--- config.mk ---
export PLATFORM = sky130hd
export DESIGN_NAME = mtr_duty_gen
export DESIGN_NICKNAME = d
export VERILOG_FILES = /design/src/rtl/mtr_duty_gen.sv
export SDC_FILE = /design/constraint.sdc
export NUM_CORES = 1
export LEC_CHECK = 0
export CAP_MARGIN = 5
export CORE_ASPECT_RATIO = 2
export CORE_UTILIZATION = 58
export CTS_BUF_LIST = sky130_fd_sc_hd__clkbuf_8
export CTS_CLUSTER_DIAMETER = 120
export DETAILED_ROUTE_END_ITERATION = 12
export GPL_TIMING_DRIVEN = 0
export PLACE_DENSITY = 0.91
export SLEW_MARGIN = 15
export SYNTH_ARGS = -nofsm -noshare
export SYNTH_HDL_FRONTEND = slang
export SYNTH_SLANG_ARGS = --single-unit
export TNS_END_PERCENT = 5
--- constraint.sdc ---
create_clock -name clk -period 5.9 [get_ports clk]
set_clock_uncertainty 0.1 [all_clocks]
set_input_delay 0.59 -clock clk [delete_from_list [all_inputs] [get_ports clk]]
set_output_delay 0.59 -clock clk [all_outputs]
set_load 0.01 [all_outputs]
--- src/rtl/mtr_duty_gen.sv ---
// Motor duty generator: turns a signed speed command into a battery-compensated,
// clamped duty target and slews the PWM duty toward it once per 4096-clock period.
module mtr_duty_gen #(
  parameter int                DATA_W    = 12,
  parameter int                COEF_W    = 12,
  parameter logic [DATA_W-1:0] RAMP_STEP = 12'h010,
  parameter logic [DATA_W-1:0] MIN_DUTY  = 12'h030,
  parameter logic [DATA_W-1:0] MAX_DUTY  = 12'hFD0
) (
  input  logic                     clk,
  input  logic                     rst,
  input  logic signed [DATA_W-1:0] spd,
  input  logic                     spd_vld,
  input  logic [COEF_W-1:0]        scale,
  input  logic                     en,
  input  logic                     brake,
  output logic [DATA_W-1:0]        duty,
  output logic                     at_target,
  output logic                     period_end
);

  localparam int                       CNT_W    = 12;
  localparam int                       PROD_W   = DATA_W + COEF_W + 1;
  localparam logic [DATA_W-1:0]        ZERO_SPD = {1'b1, {(DATA_W-1){1'b0}}};
  localparam logic [CNT_W-1:0]         CNT_LAST = '1;
  localparam logic signed [PROD_W-1:0] COMP_MAX = PROD_W'((2 ** (DATA_W-1)) - 1);
  localparam logic signed [PROD_W-1:0] COMP_MIN = -COMP_MAX;

  typedef enum logic [1:0] {
    IDLE  = 2'd0,
    RAMP  = 2'd1,
    TRACK = 2'd2,
    BRAKE = 2'd3
  } state_t;

  // scale is Q1.11, so dropping COEF_W-1 fraction bits returns to speed units
  function automatic logic signed [DATA_W-1:0] sat_comp(
    input logic signed [PROD_W-1:0] prod
  );
    logic signed [PROD_W-1:0] shifted;
    shifted = prod >>> (COEF_W - 1);
    if (shifted > COMP_MAX)      shifted = COMP_MAX;
    else if (shifted < COMP_MIN) shifted = COMP_MIN;
    return shifted[DATA_W-1:0];
  endfunction

  function automatic logic [DATA_W-1:0] clamp_tgt(
    input logic signed [DATA_W-1:0] comp
  );
    logic signed [DATA_W+1:0] sum;
    sum = $signed({2'b00, ZERO_SPD}) + $signed({{2{comp[DATA_W-1]}}, comp});
    if (sum < $signed({2'b00, MIN_DUTY}))      sum = $signed({2'b00, MIN_DUTY});
    else if (sum > $signed({2'b00, MAX_DUTY})) sum = $signed({2'b00, MAX_DUTY});
    return sum[DATA_W-1:0];
  endfunction

  function automatic logic [DATA_W-1:0] ramp_step(
    input logic [DATA_W-1:0] cur,
    input logic [DATA_W-1:0] tgt
  );
    logic signed [DATA_W:0] diff;
    logic signed [DATA_W:0] step;
    diff = $signed({1'b0, tgt}) - $signed({1'b0, cur});
    step = $signed({1'b0, RAMP_STEP});
    if (diff > step)       return cur + RAMP_STEP;
    else if (diff < -step) return cur - RAMP_STEP;
    else                   return tgt;
  endfunction

  logic [CNT_W-1:0]         r_cnt;
  logic signed [PROD_W-1:0] r_prod_p0;
  logic                     r_vld_p0;
  logic signed [DATA_W-1:0] r_comp_p1;
  logic [DATA_W-1:0]        r_duty;
  logic                     r_at_tgt;
  state_t                   r_state;
  state_t                   w_state_nxt;
  logic signed [PROD_W-1:0] w_prod;
  logic [DATA_W-1:0]        w_tgt;
  logic [DATA_W-1:0]        w_tgt_nxt;
  logic [DATA_W-1:0]        w_eff;
  logic [DATA_W-1:0]        w_eff_nxt;
  logic [DATA_W-1:0]        w_duty_nxt;
  logic                     w_bound;

  assign w_prod = $signed({{(COEF_W+1){spd[DATA_W-1]}}, spd})
                * $signed({{(DATA_W+1){1'b0}}, scale});

  // Stage 0: raw speed x gain product
  always_ff @(posedge clk) begin
    if (rst) begin
      r_vld_p0  <= 1'b0;
      r_prod_p0 <= '0;
    end else begin
      r_vld_p0 <= spd_vld;
      if (spd_vld) r_prod_p0 <= w_prod;
    end
  end

  // Stage 1: saturated compensation; the clamped target is a pure function of it
  always_ff @(posedge clk) begin
    if (rst)           r_comp_p1 <= '0;
    else if (r_vld_p0) r_comp_p1 <= sat_comp(r_prod_p0);
  end

  assign w_tgt     = clamp_tgt(r_comp_p1);
  assign w_tgt_nxt = r_vld_p0 ? clamp_tgt(sat_comp(r_prod_p0)) : w_tgt;
  assign w_eff     = en ? w_tgt : ZERO_SPD;
  assign w_eff_nxt = en ? w_tgt_nxt : ZERO_SPD;
  assign w_bound   = (r_cnt == CNT_LAST);

  // The boundary step uses the pre-edge target, so a target landing on this edge waits a period
  always_comb begin
    w_duty_nxt = r_duty;
    if (brake)        w_duty_nxt = ZERO_SPD;
    else if (w_bound) w_duty_nxt = ramp_step(r_duty, w_eff);
  end

  always_comb begin
    w_state_nxt = r_state;
    if (brake) begin
      w_state_nxt = BRAKE;
    end else begin
      case (r_state)
        IDLE: begin
          if (en && (w_eff != r_duty)) w_state_nxt = RAMP;
        end
        RAMP: begin
          if (!en && (r_duty == ZERO_SPD)) w_state_nxt = IDLE;
          else if (r_duty == w_eff)        w_state_nxt = TRACK;
        end
        TRACK: begin
          if (!en && (r_duty == ZERO_SPD)) w_state_nxt = IDLE;
          else if (w_eff != r_duty)        w_state_nxt = RAMP;
        end
        BRAKE:   w_state_nxt = IDLE;
        default: w_state_nxt = IDLE;
      endcase
    end
  end

  // Stage 2: duty, FSM state, at-target flag and period counter
  always_ff @(posedge clk) begin
    if (rst) begin
      r_cnt    <= '0;
      r_duty   <= ZERO_SPD;
      r_at_tgt <= 1'b1;
      r_state  <= IDLE;
    end else begin
      r_cnt    <= r_cnt + CNT_W'(1);
      r_duty   <= w_duty_nxt;
      r_at_tgt <= (w_duty_nxt == w_eff_nxt);
      r_state  <= w_state_nxt;
    end
  end

  assign duty       = r_duty;
  assign at_target  = r_at_tgt;
  assign period_end = w_bound;

endmodule

==> impl_metrics.py, run 1 <==
metrics = {
    "synthesis": {
        "synth.most_common_cell": "inv_1",
        "synth_top_area_share": 0.228,
        "ys_types": 81,
        "synth_top_area_cell": "fa_1",
        "synth_ff_type": "dfxtp_1",
        "synth_commonest_cells": "inv_1 (162), nand2_1 (144), fa_1 (100)",
        "synth_edf_count": 0,
        "avgSynthCellArea_um2": 7.95,
        "synthTopCellsByArea": "fa_1 (23%), dfxtp_1 (12%), ha_1 (12%)",
        "syn_inst": 1103,
        "synth_fp_nets": 1315,
        "synth_area_um2": 8770,
        "synth-warning-count": 0,
        "yosysSeqAreaShare": 0.119,
        "ys_ff_latch": 52,
        "async_flop_share": 0,
    },
    "sta": {
        "endpoint_type": "register input",
        "worst_endpoint": "at_target$_SDFF_PP1_/D",
    },
    "clocking": {
        "h-tree-depth": 2,
        "cts-buffers-inserted": 5,
        "cts_buffer_depth": 2,
        "clockRootBuffer": "clkbuf_8",
        "cts.sinks": 52,
    },
    "floorplanning": {
        "ios": 43,
        "fp-row-count": 63,
        "initial_utilization": 0.592,
        "die_width_um": 89.0,
        "die_h_um": 176,
    },
    "run_status": {
        "firstError": "[ERROR GRT-0232] Routing congestion too high. Check the congestion heatmap in the GUI.",
        "stop_stage": "5_1_grt",
        "status": "did not finish",
    },
    "place": {
        "place_ws_ns": -1.24,
        "gp_congestion": 1.04,
        "port_buffers": 39,
        "hpwl_um": 20400,
    },
    "global_route": {
        "grt_usage": 0.414,
        "grt_overflow": 3,
        "grt_max_degree": 17,
    },
}
metal layers:
layer | overflow | GRT usage
met1 | 0 | 0.371
met2 | 3 | 0.682
met3 | 0 | 0.158
met4 | 0 | 0.396
met5 | 0 | 0.0105
what timing repair did:
item | in CTS
resized for setup | 77
setup buffers | 16
cloned | 1
pin swaps | 9
setup endpoints to repair | 13
hold buffers | 0
stage by stage:
step / std cells / util / cell area (um2) / setup TNS (ns) / hold slack, ns
after CTS: 1360 / 0.665 / 9860 / 0 / 0.362
after detailed placement: 1337 / 0.635 / 9410 / -10.26 / 0.341
after global placement: 1337 / 0.635 / 9410 / -8.80 / 0.336
after floorplan: 1103 / - / 8770 / 0 / 0.318
cells by family after synthesis:
logic type | count (synthesis) | synth area share
buf+inv | 220 | 0.0990
xor+xnor | 26 | 0.0260
mux | 17 | 0.0202
fa+ha+maj | 183 | 0.347
flops | 52 | 0.119
simple gates | 410 | 0.230
compound gates | 195 | 0.160
==> run 2: changes to the inputs <==
--- a/config.mk
+++ b/config.mk
@@ -6,13 +6,10 @@
 export NUM_CORES = 1
 export LEC_CHECK = 0
 export CAP_MARGIN = 5
-export CORE_ASPECT_RATIO = 2
-export CORE_UTILIZATION = 58
-export CTS_BUF_LIST = sky130_fd_sc_hd__clkbuf_8
-export CTS_CLUSTER_DIAMETER = 120
+export CORE_UTILIZATION = 40
 export DETAILED_ROUTE_END_ITERATION = 12
 export GPL_TIMING_DRIVEN = 0
-export PLACE_DENSITY = 0.91
+export PLACE_DENSITY_LB_ADDON = 0.15
 export SLEW_MARGIN = 15
 export SYNTH_ARGS = -nofsm -noshare
 export SYNTH_HDL_FRONTEND = slang
==> constraint.sdc (replaced) <==
create_clock -name clk -period 7.67 [get_ports clk]
set_clock_uncertainty 0.1 [all_clocks]
set_input_delay 0.767 -clock clk [delete_from_list [all_inputs] [get_ports clk]]
set_output_delay 0.767 -clock clk [all_outputs]
set_load 0.01 [all_outputs]
==> run 2 against run 1 <==
The run now ends clean. Area after synthesis is the same. Synthesized cell count is the same.
==> impl_metrics.py, run 2 <==
metrics = {
    "run_status": {
        "status": "finished, final reports clean",
    },
    "sta": {
        "hold_viol": 0,
        "worst_pin_slew_ns": 0.882,
        "timing.final.crit_share": 0.909,
        "fmax_mhz": 143,
        "slew_viol_final": 0,
        "setup_viol": 0,
        "slew_headroom": 0.397,
        "tns_ns": 0,
        "worst_slack_ns": 0.696,
        "grt_setup_unrepaired": "false",
        "finalCriticalPeriod_ns": 6.97,
    },
    "min_path": {
        "hp-start": "r_cnt[0]",
        "hold_class": "register to register",
        "holdPathStages": 1,
        "min_to": "r_cnt[0]",
    },
    "cells_and_area": {
        "syn_to_final_growth_pct": 10.1,
        "insertedDiodeCount": 0,
        "top_register": "r_prod_p0",
        "largest_reg_flops": 14,
        "layout.nets": 1361,
        "final_cell_mix": "inv_1 (162), nand2_1 (144), fa_1 (100)",
        "final_common_cell": "inv_1",
        "stdcell_count": 1425,
        "drive_gt1_frac": 0.0470,
    },
    "worst_setup_path": {
        "r2r_start": "r_comp_p1[7]",
        "reg2reg_depth": 24,
        "critPathArrivalTime_ns": 7.07,
        "reg2reg_slack_ns": 1.24,
        "crit_fanout": 10,
        "crit_path_end_kind": "register",
        "cp.required_ns": 7.76,
        "slowest_delay_ns": 0.55,
        "critical_path_buf_inv_count": 5,
        "r2r_end": "at_target",
        "cp-start-kind": "input pin",
        "crit_type": "input pin to register",
        "path_delay_family": "adder cells",
        "cpMaxStageDelayCell": "fa_1",
    },
    "route": {
        "drc": 0,
        "dr.pass1.iters": 5,
        "drtIter0Drc": 442,
        "postRouteAntennaNets": 0,
        "drt-total-wl_um": 22600,
        "post_drt_via_cell_ratio": 5.41,
        "wl_per_cell_um": 15.9,
        "vias": 7716,
    },
    "place": {
        "port_buffers": 39,
        "dp.cells": 1417,
        "gp_congestion": 0.913,
        "hpwl_um": 18700,
        "place_ws_ns": 0.362,
    },
    "clocking": {
        "cts_tree": "yes",
        "clk-insertion-delay-late_ns": 0.30,
        "cts_buffer_depth": 2,
        "path_clk_slew_ns": 0.08,
        "clockRootBuffer": "clkbuf_16",
        "cts_hold_buf": 0,
        "cts-resized-gates": 0,
        "cts-buffers-inserted": 5,
        "h-tree-depth": 2,
        "cts.sinks": 52,
        "cts_setup_buffers": 0,
    },
    "pwr": {
        "vdd_drop_max_mv": 0.239,
        "p_total_uw": 2210,
        "p_leak_uw": 0.00438,
        "powerDensity_nw_per_um2": 228,
    },
    "synthesis": {
        "synth_area_um2": 8770,
        "syn_inst": 1103,
        "synth_top_area_cell": "fa_1",
        "synth-warning-count": 0,
        "synth_edf_count": 0,
        "ys_types": 81,
        "synth.most_common_cell": "inv_1",
        "synth_top_area_share": 0.228,
        "synth_ff_type": "dfxtp_1",
        "ys_ff_latch": 52,
        "synth_fp_nets": 1315,
        "yosysSeqAreaShare": 0.119,
        "async_flop_share": 0,
        "avgSynthCellArea_um2": 7.95,
        "synthTopCellsByArea": "fa_1 (23%), dfxtp_1 (12%), ha_1 (12%)",
        "synth_commonest_cells": "inv_1 (162), nand2_1 (144), fa_1 (100)",
    },
    "floorplanning": {
        "die_width_um": 150,
        "fp-row-count": 53,
        "initial_utilization": 0.412,
        "ios": 43,
        "die_h_um": 150,
        "die_area_um2": 22500,
        "core_area_um2": 21300,
    },
    "global_route": {
        "grt_pass1_wl_um": 37800,
        "grt_max_degree": 19,
        "grt_pass1_vias": 7431,
        "grt_overflow": 0,
        "antenna_found_initial": 0,
        "grt_usage": 0.211,
    },
    "run": {
        "cap_violations": 0,
    },
}
==> run 2: cell counts after synthesis <==
No cell type changed its count.
==> run 2: how the worst max path moves through the flow <==
stage / from / to / slack [ns] / cells past startpoint
floorplan: spd[2] / r_prod_p0[23] / 1.58 / 23
global placement: spd[2] / r_prod_p0[24] / 0.37 / 25
detailed placement: spd[2] / r_prod_p0[24] / 0.36 / 25
CTS: spd[2] / r_prod_p0[24] / 0.66 / 25
global route: scale[6] / r_prod_p0[24] / 0.27 / 25
finish: spd[2] / r_prod_p0[24] / 0.70 / 25
==> run 2: routing by layer <==
| metal | GRT usage | share of wire | wire length, um |
|---|---|---|---|
| met1 | 0.308 | 0.49 | 11100 |
| met2 | 0.341 | 0.46 | 10500 |
| met3 | 0.0197 | 0.039 | 880 |
| met4 | 0.0338 | 0.0083 | 187 |
| met5 | 0 | 0 | 0 |
==> run 2: area by class of cell <==
type / instances / area (um2)
Tap cell: 275 / 344
Clock buffer: 5 / 125
Inverter: 162 / 608
Buffer: 58 / 260
Sequential cell: 52 / 1040
Timing Repair Buffer: 39 / 390
Fill cell: 2178 / 11600
Multi-Input combinational cell: 831 / 6860
Clock inverter: 3 / 26.3
==> run 2: report_power, final <==
group | switching [uW] | internal, uW
clock | 117 | 124
sequential | 31.2 | 304
combinational | 900 | 730
total | 1050 | 1160
==> run 2: cells by family after synthesis <==
group           Yosys count  share of synthesized area
mux                      17                     0.0202
xor+xnor                 26                     0.0260
simple gates            410                      0.230
fa+ha+maj               183                      0.347
flops                    52                      0.119
buf+inv                 220                     0.0990
compound gates          195                      0.160
==> run 2: per-stage QoR <==
stage / area, um2 / util / hold slack (ns)
after CTS: 9660 / 0.454 / 0.359
final: 9660 / 0.454 / 0.354
after floorplan: 8770 / - / 0.318
after detailed placement: 9510 / 0.447 / 0.340
after global placement: 9510 / 0.447 / 0.334
after global routing: 9660 / 0.454 / 0.375
==> run 2: worst reg2reg max path, delay by kind of cell (launching register included) <==
family / cells / cell delay [ns]
AO/OA/AOI/OAI: 10 / 3.17
flip-flops: 1 / 0.30
buffers and inverters: 4 / 0.51
AND/OR/NAND/NOR: 8 / 1.72
adder cells (fa/ha/maj): 2 / 0.58
Power figures use the tool's default switching activity.
==> run 3: changes to the inputs <==
--- a/config.mk
+++ b/config.mk
@@ -7,6 +7,7 @@
 export LEC_CHECK = 0
 export CAP_MARGIN = 5
 export CORE_UTILIZATION = 40
+export CTS_CLUSTER_SIZE = 20
 export DETAILED_ROUTE_END_ITERATION = 12
 export GPL_TIMING_DRIVEN = 0
 export PLACE_DENSITY_LB_ADDON = 0.15
==> results of run 3 <==
Same layout as run 2: the final DEF is identical, and so are final timing and power.
